**src/rtl/router_pkg.sv**
```systemverilog
// router_pkg: shared defaults, header field positions and clog2 helper for the router datapath.
package router_pkg;
  localparam int HDR_LEN_MSB  = 7;
  localparam int HDR_LEN_LSB  = 2;
  localparam int HDR_ADDR_MSB = 1;
  localparam int HDR_ADDR_LSB = 0;
  localparam int DEF_DATA_WIDTH = 8;
  localparam int DEF_LEN_MSB    = HDR_LEN_MSB;
  localparam int DEF_LEN_LSB    = HDR_LEN_LSB;
  function automatic int clog2(input int v);
    int r;
    r = 0;
    while ((1 << r) < v) r++;
    return r;
  endfunction
endpackage

```
**src/rtl/router_fifo_ram.sv**
```systemverilog
// router_fifo_ram: unreset register array, one synchronous write port and one asynchronous read port.
module router_fifo_ram #(
  parameter int W     = 9,
  parameter int DEPTH = 16,
  parameter int AW    = 4
) (
  input  logic          clock,
  input  logic          we,
  input  logic [AW-1:0] waddr,
  input  logic [W-1:0]  wdata,
  input  logic [AW-1:0] raddr,
  output logic [W-1:0]  rdata
);
  logic [W-1:0] mem [DEPTH];
  always_ff @(posedge clock)
    if (we) mem[waddr] <= wdata;
  assign rdata = mem[raddr];
endmodule

```
**src/rtl/router_pkt_fifo.sv**
```systemverilog
// router_pkt_fifo: packet-aware output FIFO; tags header words, tracks packet drain and reports errors.
module router_pkt_fifo
  import router_pkg::*;
#(
  parameter int DATA_WIDTH = DEF_DATA_WIDTH,
  parameter int DEPTH      = 16,
  parameter int LEN_MSB    = DEF_LEN_MSB,
  parameter int LEN_LSB    = DEF_LEN_LSB,
  parameter int AF_MARGIN  = 2,
  localparam int AW        = clog2(DEPTH)
) (
  input  logic                  clock,
  input  logic                  reset,
  input  logic                  soft_reset,
  input  logic                  we,
  input  logic                  lfd_state,
  input  logic [DATA_WIDTH-1:0] data_in,
  input  logic                  re,
  output logic [DATA_WIDTH-1:0] data_out,
  output logic                  full,
  output logic                  empty,
  output logic                  almost_full,
  output logic [AW:0]           level,
  output logic                  pkt_busy,
  output logic                  pkt_last,
  output logic                  overflow,
  output logic                  underflow
);
  localparam int CW = LEN_MSB - LEN_LSB + 2;
  localparam logic [AW:0] AF_LEVEL = (AW+1)'(DEPTH - AF_MARGIN);
  logic [AW:0] wp, rp;
  logic [CW-1:0] rd_count;
  logic lfd_d, wr_ok, rd_ok;
  logic [DATA_WIDTH:0] rd_word;
  assign full        = wp == {~rp[AW], rp[AW-1:0]};
  assign empty       = wp == rp;
  assign level       = wp - rp;
  assign almost_full = level >= AF_LEVEL;
  assign pkt_busy    = rd_count != '0;
  assign wr_ok       = we && !full && !soft_reset;
  assign rd_ok       = re && !empty && !soft_reset;
  router_fifo_ram #(.W(DATA_WIDTH+1), .DEPTH(DEPTH), .AW(AW)) u_ram (
    .clock(clock),
    .we(wr_ok),
    .waddr(wp[AW-1:0]),
    .wdata({lfd_d, data_in}),
    .raddr(rp[AW-1:0]),
    .rdata(rd_word)
  );
  // header word reloads the count with payload length plus the trailing parity byte
  always_ff @(posedge clock or posedge reset)
    if (reset) begin
      wp <= '0;
      rp <= '0;
      rd_count <= '0;
      lfd_d <= 1'b0;
      data_out <= '0;
      pkt_last <= 1'b0;
      overflow <= 1'b0;
      underflow <= 1'b0;
    end else if (soft_reset) begin
      wp <= '0;
      rp <= '0;
      rd_count <= '0;
      lfd_d <= 1'b0;
      data_out <= '0;
      pkt_last <= 1'b0;
      overflow <= 1'b0;
      underflow <= 1'b0;
    end else begin
      lfd_d <= lfd_state;
      if (wr_ok) wp <= wp + (AW+1)'(1);
      if (we && full) overflow <= 1'b1;
      if (re && empty) underflow <= 1'b1;
      pkt_last <= rd_ok && !rd_word[DATA_WIDTH] && rd_count == CW'(1);
      if (rd_ok) begin
        rp <= rp + (AW+1)'(1);
        data_out <= rd_word[DATA_WIDTH-1:0];
        rd_count <= rd_word[DATA_WIDTH] ? CW'(rd_word[LEN_MSB:LEN_LSB]) + CW'(1)
                  : pkt_busy ? rd_count - CW'(1) : rd_count;
      end else if (!pkt_busy) data_out <= '0;
    end
endmodule

```
**config.mk**
```make
export PLATFORM = sky130hd
export DESIGN_NAME = router_pkt_fifo
export DESIGN_NICKNAME = d
export VERILOG_FILES = /design/src/rtl/router_pkg.sv /design/src/rtl/router_fifo_ram.sv /design/src/rtl/router_pkt_fifo.sv
export SDC_FILE = /design/constraint.sdc
export NUM_CORES = 1
export LEC_CHECK = 0
export ABC_AREA = 1
export BUFFER_PORTS_ARGS = -buffer_cell sky130_fd_sc_hd__buf_2
export CORE_MARGIN = 2
export CORE_UTILIZATION = 50
export CTS_CLUSTER_DIAMETER = 50
export DETAILED_ROUTE_END_ITERATION = 6
export PLACE_DENSITY = 0.67
export SETUP_SLACK_MARGIN = 0.4
export SKIP_CTS_REPAIR_TIMING = 1
export SLEW_MARGIN = 20
export SYNTH_ARGS = -nofsm -noshare
export SYNTH_HDL_FRONTEND = slang
export SYNTH_SLANG_ARGS = --single-unit
```
**constraint.sdc**
```tcl
create_clock -name clock -period 3.6 [get_ports clock]
set_input_delay 0.54 -clock clock [delete_from_list [all_inputs] [get_ports clock]]
set_output_delay 0.54 -clock clock [all_outputs]
set_load 0.05 [all_outputs]
```
# Word-level counts from Yosys, hierarchy flattened
# Memories as Yosys holds them, arrays and structs flattened.
# Cells that the tools add are included.
[word_totals]
inputBits = 14
elab_cells = 58
ramBits = 144
mem_count = 1
register_bits = 29
out_inout_bits = 20
[classes]
n_eq_ne = 4
order_cmp = 1
n_addsub = 5
bitwise_logic = 1
n_reduce_logical = 19
muxes = 19
[memory_table]
columns = ["memory", "words", "width", "rd", "rd_ports_with_merged_regs", "wr", "line_no", "rtl"]
rows = [
  ["u_ram.mem", 16, 9, 1, 0, 1, "router_fifo_ram.sv:14", "logic [W-1:0] mem [DEPTH];"],
]
[ops]
columns = ["op", "n"]
rows = [
  ["$mux W7", 4],
  ["$mux W8", 3],
  ["$mux W5", 4],
  ["$add A5 B1 Y5 const B", 2],
  ["$eq A5 B5 Y1", 2],
  ["$logic_and A1 B1 Y1", 8],
  ["$mux W1", 8],
  ["$reduce_bool A2 Y1", 4],
  ["$add A6 B1 Y7 const B", 1],
  ["$eq A7 B1 Y1 const B", 1],
  ["$reduce_bool A7 Y1", 1],
  ["$sub A7 B1 Y7 const B", 1],
  ["$ge A5 B4 Y1 const B", 1],
  ["$sub A5 B5 Y5", 1],
  ["$logic_not A1 Y1", 4],
  ["$ne A3 B2 Y1 const B", 1],
  ["$reduce_bool A3 Y1", 1],
  ["$reduce_and A2 Y1", 1],
  ["$not A1 Y1", 1],
]

# Logic depth before layout (Yosys ltp)
# Gate-level depths: netlist of the first run.
[logic_depth]
ltp_word = 7
mapped_depth = 17
depth_no_buf = 16

# By module
# Synthesis of the first run repeated with hierarchy kept, for this count alone.
[hier_totals]
cells_unflattened = 841
hier_area_um2 = 8140.3
[by_module_without_submodules]
columns = ["module", "seq_area_each_um2", "area_each_um2", "cells_per_inst", "n_inst"]
rows = [
  ["router_fifo_ram", 4324.1, 6322.3, 606, 1],
  ["router_pkt_fifo", 725.7, 1818.0, 235, 1],
]

# Worst setup path before layout of the first run
# No wires, ideal clock.
[synth_path]
path_type = "reg2out"
start = "reg rp[1]"
end = "out almost_full"
required_time_ns = 3.060
arrival_time_ns = 3.333
path_buffers = 2
path_stages_with_launch = 8
slack_ns = -0.273
cell_sequence = "dfrtp_1 -> inv_2 -> buf_2 -> buf_1 -> fa_1 -> xor2_1 -> nand2_1 -> o21ai_0"
[synth_via]
elab_chain_len = 2
[synth_lines]
columns = ["element", "line_no", "rtl"]
rows = [
  ["start, declared", "router_pkt_fifo.sv:31", "logic [AW:0] wp, rp;"],
  ["start signal, assigned", "router_pkt_fifo.sv:77", "rp <= rp + (AW+1)'(1);"],
  ["$sub A5 B5 Y5", "router_pkt_fifo.sv:37", "assign level = wp - rp;"],
  ["via level[2]", "router_pkt_fifo.sv:23", "output logic [AW:0] level,"],
  ["$ge A5 B4 Y1", "router_pkt_fifo.sv:38", "assign almost_full = level >= AF_LEVEL;"],
  ["end, declared", "router_pkt_fifo.sv:22", "output logic almost_full,"],
]
# The timed path passes the listed nets, and every way through them passes these cells.

# Worst setup path in the final report of the first run
[layout_path]
start = "reg rp[0]"
end = "out almost_full"
[layout_via]
elab_chain_len = 2
[layout_lines]
columns = ["element", "line_no"]
rows = [
  ["$sub A5 B5 Y5", "router_pkt_fifo.sv:37"],
  ["$ge A5 B4 Y1", "router_pkt_fifo.sv:38"],
]
# No other way between the ends.

==> impl_metrics.tcl, run 1 <==
set metrics [dict create \
    status "finished, final reports clean" \
    wl_per_cell_um 17.1 \
    fmax_mhz 326 \
    max-vdd-ir-drop_mv 0.413 \
    critPathLaunch "rp[0]$_DFFE_PP0P_" \
    grt_antenna_before_repair 0 \
    ys_top_cells_by_area "edfxtp_1 (56%), nand2_1 (10%), dfrtp_1 (9.4%)" \
    nets 827 \
    synth_top_area_share 0.561 \
    fp.dieH_um 128 \
    rsz0062_at_grt "false" \
    cp_num_buf_inv 2 \
    antenna_cells 0 \
    dpl.hpwl_mm 11.0 \
    power.total_w 0.00513 \
    fin_setup_tns_ns 0 \
    synth-xor-area-share 0.00681 \
    die_x_um 128 \
    core-area_um2 15100 \
    hold_path.class "in -> async" \
    synth_seq_cells 173 \
    h-tree-depth 4 \
    ys_top_cells_by_count "nand2_1 (206), edfxtp_1 (144), inv_1 (82), nor2_1 (73), nand3_1 (58)" \
    setup_viol 0 \
    syn-num-nets 779 \
    async_flop_share 0.168 \
    cts_tree "built" \
    yosys.area_share.adder 0.0221 \
    synth_cell_type_count 35 \
    max_cap_violations 0 \
    post-route-period-util 0.851 \
    drc 0 \
    grt_max_degree 60 \
    slowest_stage "dfrtp_2" \
    io_pins 34 \
    gr-total-overflow 0 \
    pre_cts_slack_ns 0.708 \
    path_clk_slew_ns 0.07 \
    design_area_um2 8730 \
    relSlewSlack 0.558 \
    multiInputGateArea_um2 2190 \
    required_ns 3.06 \
    synth_edf_count 144 \
    track_usage 0.220 \
    wirelength_mm 17.1 \
    drive_gt1_frac 0.124 \
    syn_area_um2 7710 \
    finalHoldViolations 0 \
    ys_seq_area_frac 0.655 \
    synth_compound_area_frac 0.0677 \
    synthFlopType "edfxtp_1" \
    fin_skew_ns 0.0160 \
    path_max_fanout 20 \
    yosys_warnings 0 \
    yosysTopAreaCell "edfxtp_1" \
    synth_top_family_by_area "simple AND/OR/NAND/NOR gates" \
    synth_mux_area_frac 0 \
    timing.final.max_slew_violations 0 \
    die-area_um2 16400 \
    r2r-start "rp[2]$_DFFE_PP0P_" \
    grt_pass1_wl_mm 27.0 \
    crit_family "adder cells" \
    initial_utilization 0.509 \
    post-route-util 0.577 \
    drt-initial-drc-count 507 \
    avgSynthCellArea_um2 10.3 \
    row_count 45 \
    clk_latency_ns 0.43 \
    leakagePower_nw 3.68 \
    critical-path-max-stage-delay_ns 0.62 \
    place_area_um2 8150 \
    min_period_ns 3.06 \
    n_fill_cell 1276 \
    seqCellArea_um2 5050 \
    yosysMostFrequentCell "nand2_1" \
    drt-pass1-iter-count 5 \
    vias 5393 \
    syn2layout_area_growth_pct 13.2 \
    finalWorstSetupSlack_ns 0.536 \
    crit_path_end_kind "output pin" \
    cp_data_arrival_time_ns 2.52 \
    cp_cell_sequence "ha_1 > inv_1 > fa_1 > a21oi_1 > o21bai_1 > xor2_1 > o21ai_2 > buf_2" \
    grt_pass1_vias 5216 \
    cts_root_buf "clkbuf_16" \
    ant_nets 0 \
    vias_per_cell 5.39 \
    clock-sinks 173 \
    numCtsBuffers 17 \
    cts_max_path_buffers 2 \
    synth-simple-area-share 0.186 \
    gp_congestion 0.842 \
    port_buffers 33 \
    worst_pin_slew_ns 0.662 \
    cp-start-kind "flop" \
    crit_type "reg -> out" \
    power.density_nw_per_um2 588 \
    syn_inst 752 \
]
[metrics by stage]
stage / hold slack [ns] / std cells
after floorplan: 0.454 / 752
after global placement: 0.476 / 969
after detailed placement: 0.482 / 969
after CTS: 0.298 / 1000
after global routing: 0.220 / 1000
final: 0.179 / 1000
[kinds of logic after synthesis]
kind of cell	Yosys count
buf+inv	115
xor+xnor	6
flops	173
fa+ha+maj	13
compound gates	91
simple gates	354
[cell usage in the layout (no fill, tap or decap), types with 3 or more instances in the layout]
cell | netlist | final
nand2_1 | 206 | 206
edfxtp_1 | 144 | 144
inv_1 | 82 | 81
nor2_1 | 73 | 73
nand3_1 | 58 | 58
o21ai_0 | 40 | 39
buf_2 | 15 | 33
dfrtp_1 | 29 | 28
buf_4 | 3 | 24
a21oi_1 | 21 | 21
clkbuf_16 | 0 | 17
ha_1 | 12 | 12
o21ai_1 | 10 | 10
nor3_1 | 9 | 9
a32o_1 | 6 | 6
inv_2 | 3 | 4
o211ai_1 | 4 | 4
xor2_1 | 5 | 4
clkinvlp_4 | 0 | 3
inv_8 | 0 | 3
inv_6 | 0 | 3
[sequential cells by signal, indices dropped and copies added, names as in the netlist]
signal     flops
u_ram.mem    144
data_out       8
rd_count       7
rp             5
wp             5
lfd_d          1
overflow       1
pkt_last       1
underflow      1
[cell type report]
class,count,share of cell area
sequential,173,0.578
multi-input combinational,464,0.251
clock buffer,17,0.0487
tap,188,0.0269
timing repair buffer,57,0.0395
inverter,87,0.0374
clock inverter,14,0.0185
[final timing paths]
| check | to | slack [ns] | cells after the start |
|---|---|---|---|
| setup / recovery | almost_full | 0.54 | 8 |
| hold / removal | rd_count[5]$_DFFE_PP0P_ | 0.18 | 2 |
| setup reg to reg | u_ram.mem[0][5]$_DFFE_PP_ | 0.66 | 8 |
| hold reg to reg | wp[4]$_DFFE_PP0P_ | 0.49 | 1 |
| max in group asynchronous | rp[0]$_DFFE_PP0P_ | 2.98 | 2 |
| min in group clock | lfd_d$_DFF_PP0_ | 0.31 | 3 |
[report_power, final]
group / switching, W / internal, W
clock: 0.000794 / 0.00104
combinational: 0.000750 / 0.000272
sequential: 0.0000547 / 0.00223
[worst register-to-register path, delay by kind of cell (launching register included)]
kind            cells  cell delay (ns)
simple gates        4             1.08
buf+inv             2             0.51
fa+ha+maj           1             0.49
flops               1             0.35
compound gates      1             0.24
[metal layers]
layer,up-vias,part of all wire,global-route usage
li1,2600,-,-
met4,0,0.018,0.0776
met1,2590,0.44,0.294
met2,180,0.49,0.356
met5,-,0,0
met3,23,0.055,0.0522
(Power assumes the default switching activity.)
==> run 2: changes to the inputs <==
--- a/config.mk
+++ b/config.mk
@@ -11,7 +11,7 @@
 export CORE_UTILIZATION = 50
 export CTS_CLUSTER_DIAMETER = 50
 export DETAILED_ROUTE_END_ITERATION = 6
-export PLACE_DENSITY = 0.67
+export PLACE_DENSITY_LB_ADDON = 0.25
 export SETUP_SLACK_MARGIN = 0.4
 export SKIP_CTS_REPAIR_TIMING = 1
 export SLEW_MARGIN = 20
==> run 2 against run 1 <==
  * Sequential power barely moved
  * Via count rose by 2.8%
  * Worst hold slack got worse by 0.0020 ns
  * Power rose by 0.76%
  * Clock skew fell by 0.0066 ns
  * First-iteration DRC count rose by 16%
  * Worst setup slack improved by 0.061 ns
  * Fmax rose by 2.0%
  * Final area rose by 0.27%
  * Clock power barely moved
==> impl_metrics.tcl, run 2 (synthesis gave the netlist of run 1 again) <==
set metrics [dict create \
    fin_skew_ns 0.00939 \
    wirelength_mm 18.5 \
    hold_ws_ns 0.177 \
    swShare 0.315 \
    numCtsBuffers 17 \
    drt-pass1-iter-count 5 \
    fp.dieH_um 128 \
    vias_per_cell 5.53 \
    required_ns 3.06 \
    critical_path.most_common_cell "inv_1" \
    grt_antenna_before_repair 0 \
    max_cap_violations 0 \
    timing.final.max_slew_violations 0 \
    fin_setup_tns_ns 0 \
    relSlewSlack 0.580 \
    leakagePower_nw 3.70 \
    row_count 45 \
    min_period_ns 3.00 \
    crit_type "reg -> out" \
    vias 5543 \
    io_pins 34 \
    ant_nets 0 \
    p_int_w 0.00354 \
    fmax_mhz 333 \
    syn2layout_area_growth_pct 13.5 \
    drive_gt1_frac 0.124 \
    largestRegisters "u_ram.mem x144, data_out x8, rd_count x7" \
    cp_data_arrival_time_ns 2.46 \
    cts_root_buf "clkbuf_16" \
    initial_utilization 0.509 \
    port_buffers 33 \
    cts_max_path_buffers 2 \
    die_x_um 128 \
    finalHoldViolations 0 \
    post-route-period-util 0.834 \
    antenna_cells 0 \
    grt_pass1_vias 5405 \
    gp_congestion 0.890 \
    max-vdd-ir-drop_mv 0.450 \
    setup_viol 0 \
    h-tree-depth 4 \
    gr-total-overflow 0 \
    cp-start-kind "flop" \
    cp_cell_sequence "inv_1 > ha_1 > inv_1 > fa_1 > a21oi_1 > o21bai_1 > xor2_1 > o21ai_2 > buf_2" \
    p_clk_frac 0.353 \
    multiInputGateArea_um2 2190 \
    pwr-share-seq 0.442 \
    clk_latency_ns 0.44 \
    track_usage 0.238 \
    r2r-start "rp[3]$_DFFE_PP0P_" \
    final_cell_mix "nand2_1 (206), edfxtp_1 (144), inv_1 (81)" \
    path_clk_slew_ns 0.07 \
    hold_path.class "in -> async" \
    dpl.hpwl_mm 12.1 \
    status "finished, final reports clean" \
    drt-initial-drc-count 589 \
    critical-path-max-stage-delay_ns 0.42 \
    core-area_um2 15100 \
    worst_pin_slew_ns 0.629 \
    nets 828 \
    wl_per_cell_um 18.4 \
    critPathLaunch "wp[0]$_DFFE_PP0P_" \
    seqCellArea_um2 5050 \
    cts_tree "built" \
    power.density_nw_per_um2 590 \
    drc 0 \
    switching_power_w 0.00163 \
    slowest_stage "dfrtp_1" \
    path_max_fanout 5 \
    n_fill_cell 1266 \
    grt_max_degree 54 \
    crit_path_end_kind "output pin" \
    grt_pass1_wl_mm 29.0 \
    regMostFlops "u_ram.mem" \
    comb_power_share 0.205 \
    clock-sinks 173 \
    rsz0062_at_grt "false" \
    die-area_um2 16400 \
    largest_reg_flops 144 \
    layout_commonest_cell "nand2_1" \
]
[run 2: changes by cell type in the layout (fill, tap and decap cells not counted), sizes merged]
| cell | previous run | this run |
|---|---|---|
| clkinv | 5 | 9 |
| clkinvlp | 3 | 0 |
| buf | 57 | 58 |
[run 2: worst paths after layout]
check / end / slack [ns] / cells after the start
min in group clock: lfd_d$_DFF_PP0_ / 0.30 / 3
worst max register to register: u_ram.mem[10][5]$_DFFE_PP_ / 0.78 / 8
max in group asynchronous: rp[0]$_DFFE_PP0P_ / 2.94 / 2
worst max-delay path: almost_full / 0.60 / 9
worst min register to register: wp[4]$_DFFE_PP0P_ / 0.50 / 1
worst min-delay path: pkt_last$_DFF_PP0_ / 0.18 / 2
[run 2: through the flow]
stage / area, µm² / instances / power, W / util / setup WS [ns]
after floorplan: 7720 / 752 / 0.00309 / - / 0.507
after global placement: 8160 / 969 / 0.00334 / 0.539 / 0.891
after detailed placement: 8160 / 969 / 0.00336 / 0.539 / 0.807
after CTS: 8740 / 1001 / 0.00516 / 0.577 / 0.424
after global routing: 8760 / 1002 / 0.00538 / 0.578 / 0.436
final: 8760 / 1002 / 0.00517 / 0.578 / 0.597
[run 2: final cells by class]
cell class / instances / area share
sequential: 173 / 0.577
multi-input combinational: 464 / 0.250
clock buffer: 17 / 0.0486
timing repair buffer: 58 / 0.0421
inverter: 87 / 0.0373
tap: 188 / 0.0269
clock inverter: 15 / 0.0181
[run 2: power by group through the flow]
stage               sequential [W]  clock, W  combinational (W)
floorplan                  0.00236         0           0.000734
global placement           0.00233         0            0.00101
detailed placement         0.00233         0            0.00103
CTS                        0.00229   0.00184            0.00104
global route               0.00229   0.00191            0.00117
finish                     0.00228   0.00183            0.00106
[run 2: critical path: cells and delay by family, from the launching register on]
kind	cells	cell delay (ns)
xor+xnor	1	0.23
fa+ha+maj	2	0.59
flops	1	0.42
compound gates	3	0.36
buf+inv	3	0.42
[run 2: metal layers]
metal	track usage	part of all wire	vias up	wire, µm
met2	0.382	0.48	195	8850
met4	0.0802	0.023	0	425
li1	-	-	2605	-
met3	0.0626	0.071	31	1310
met1	0.316	0.43	2712	7880
met5	0	0	-	0
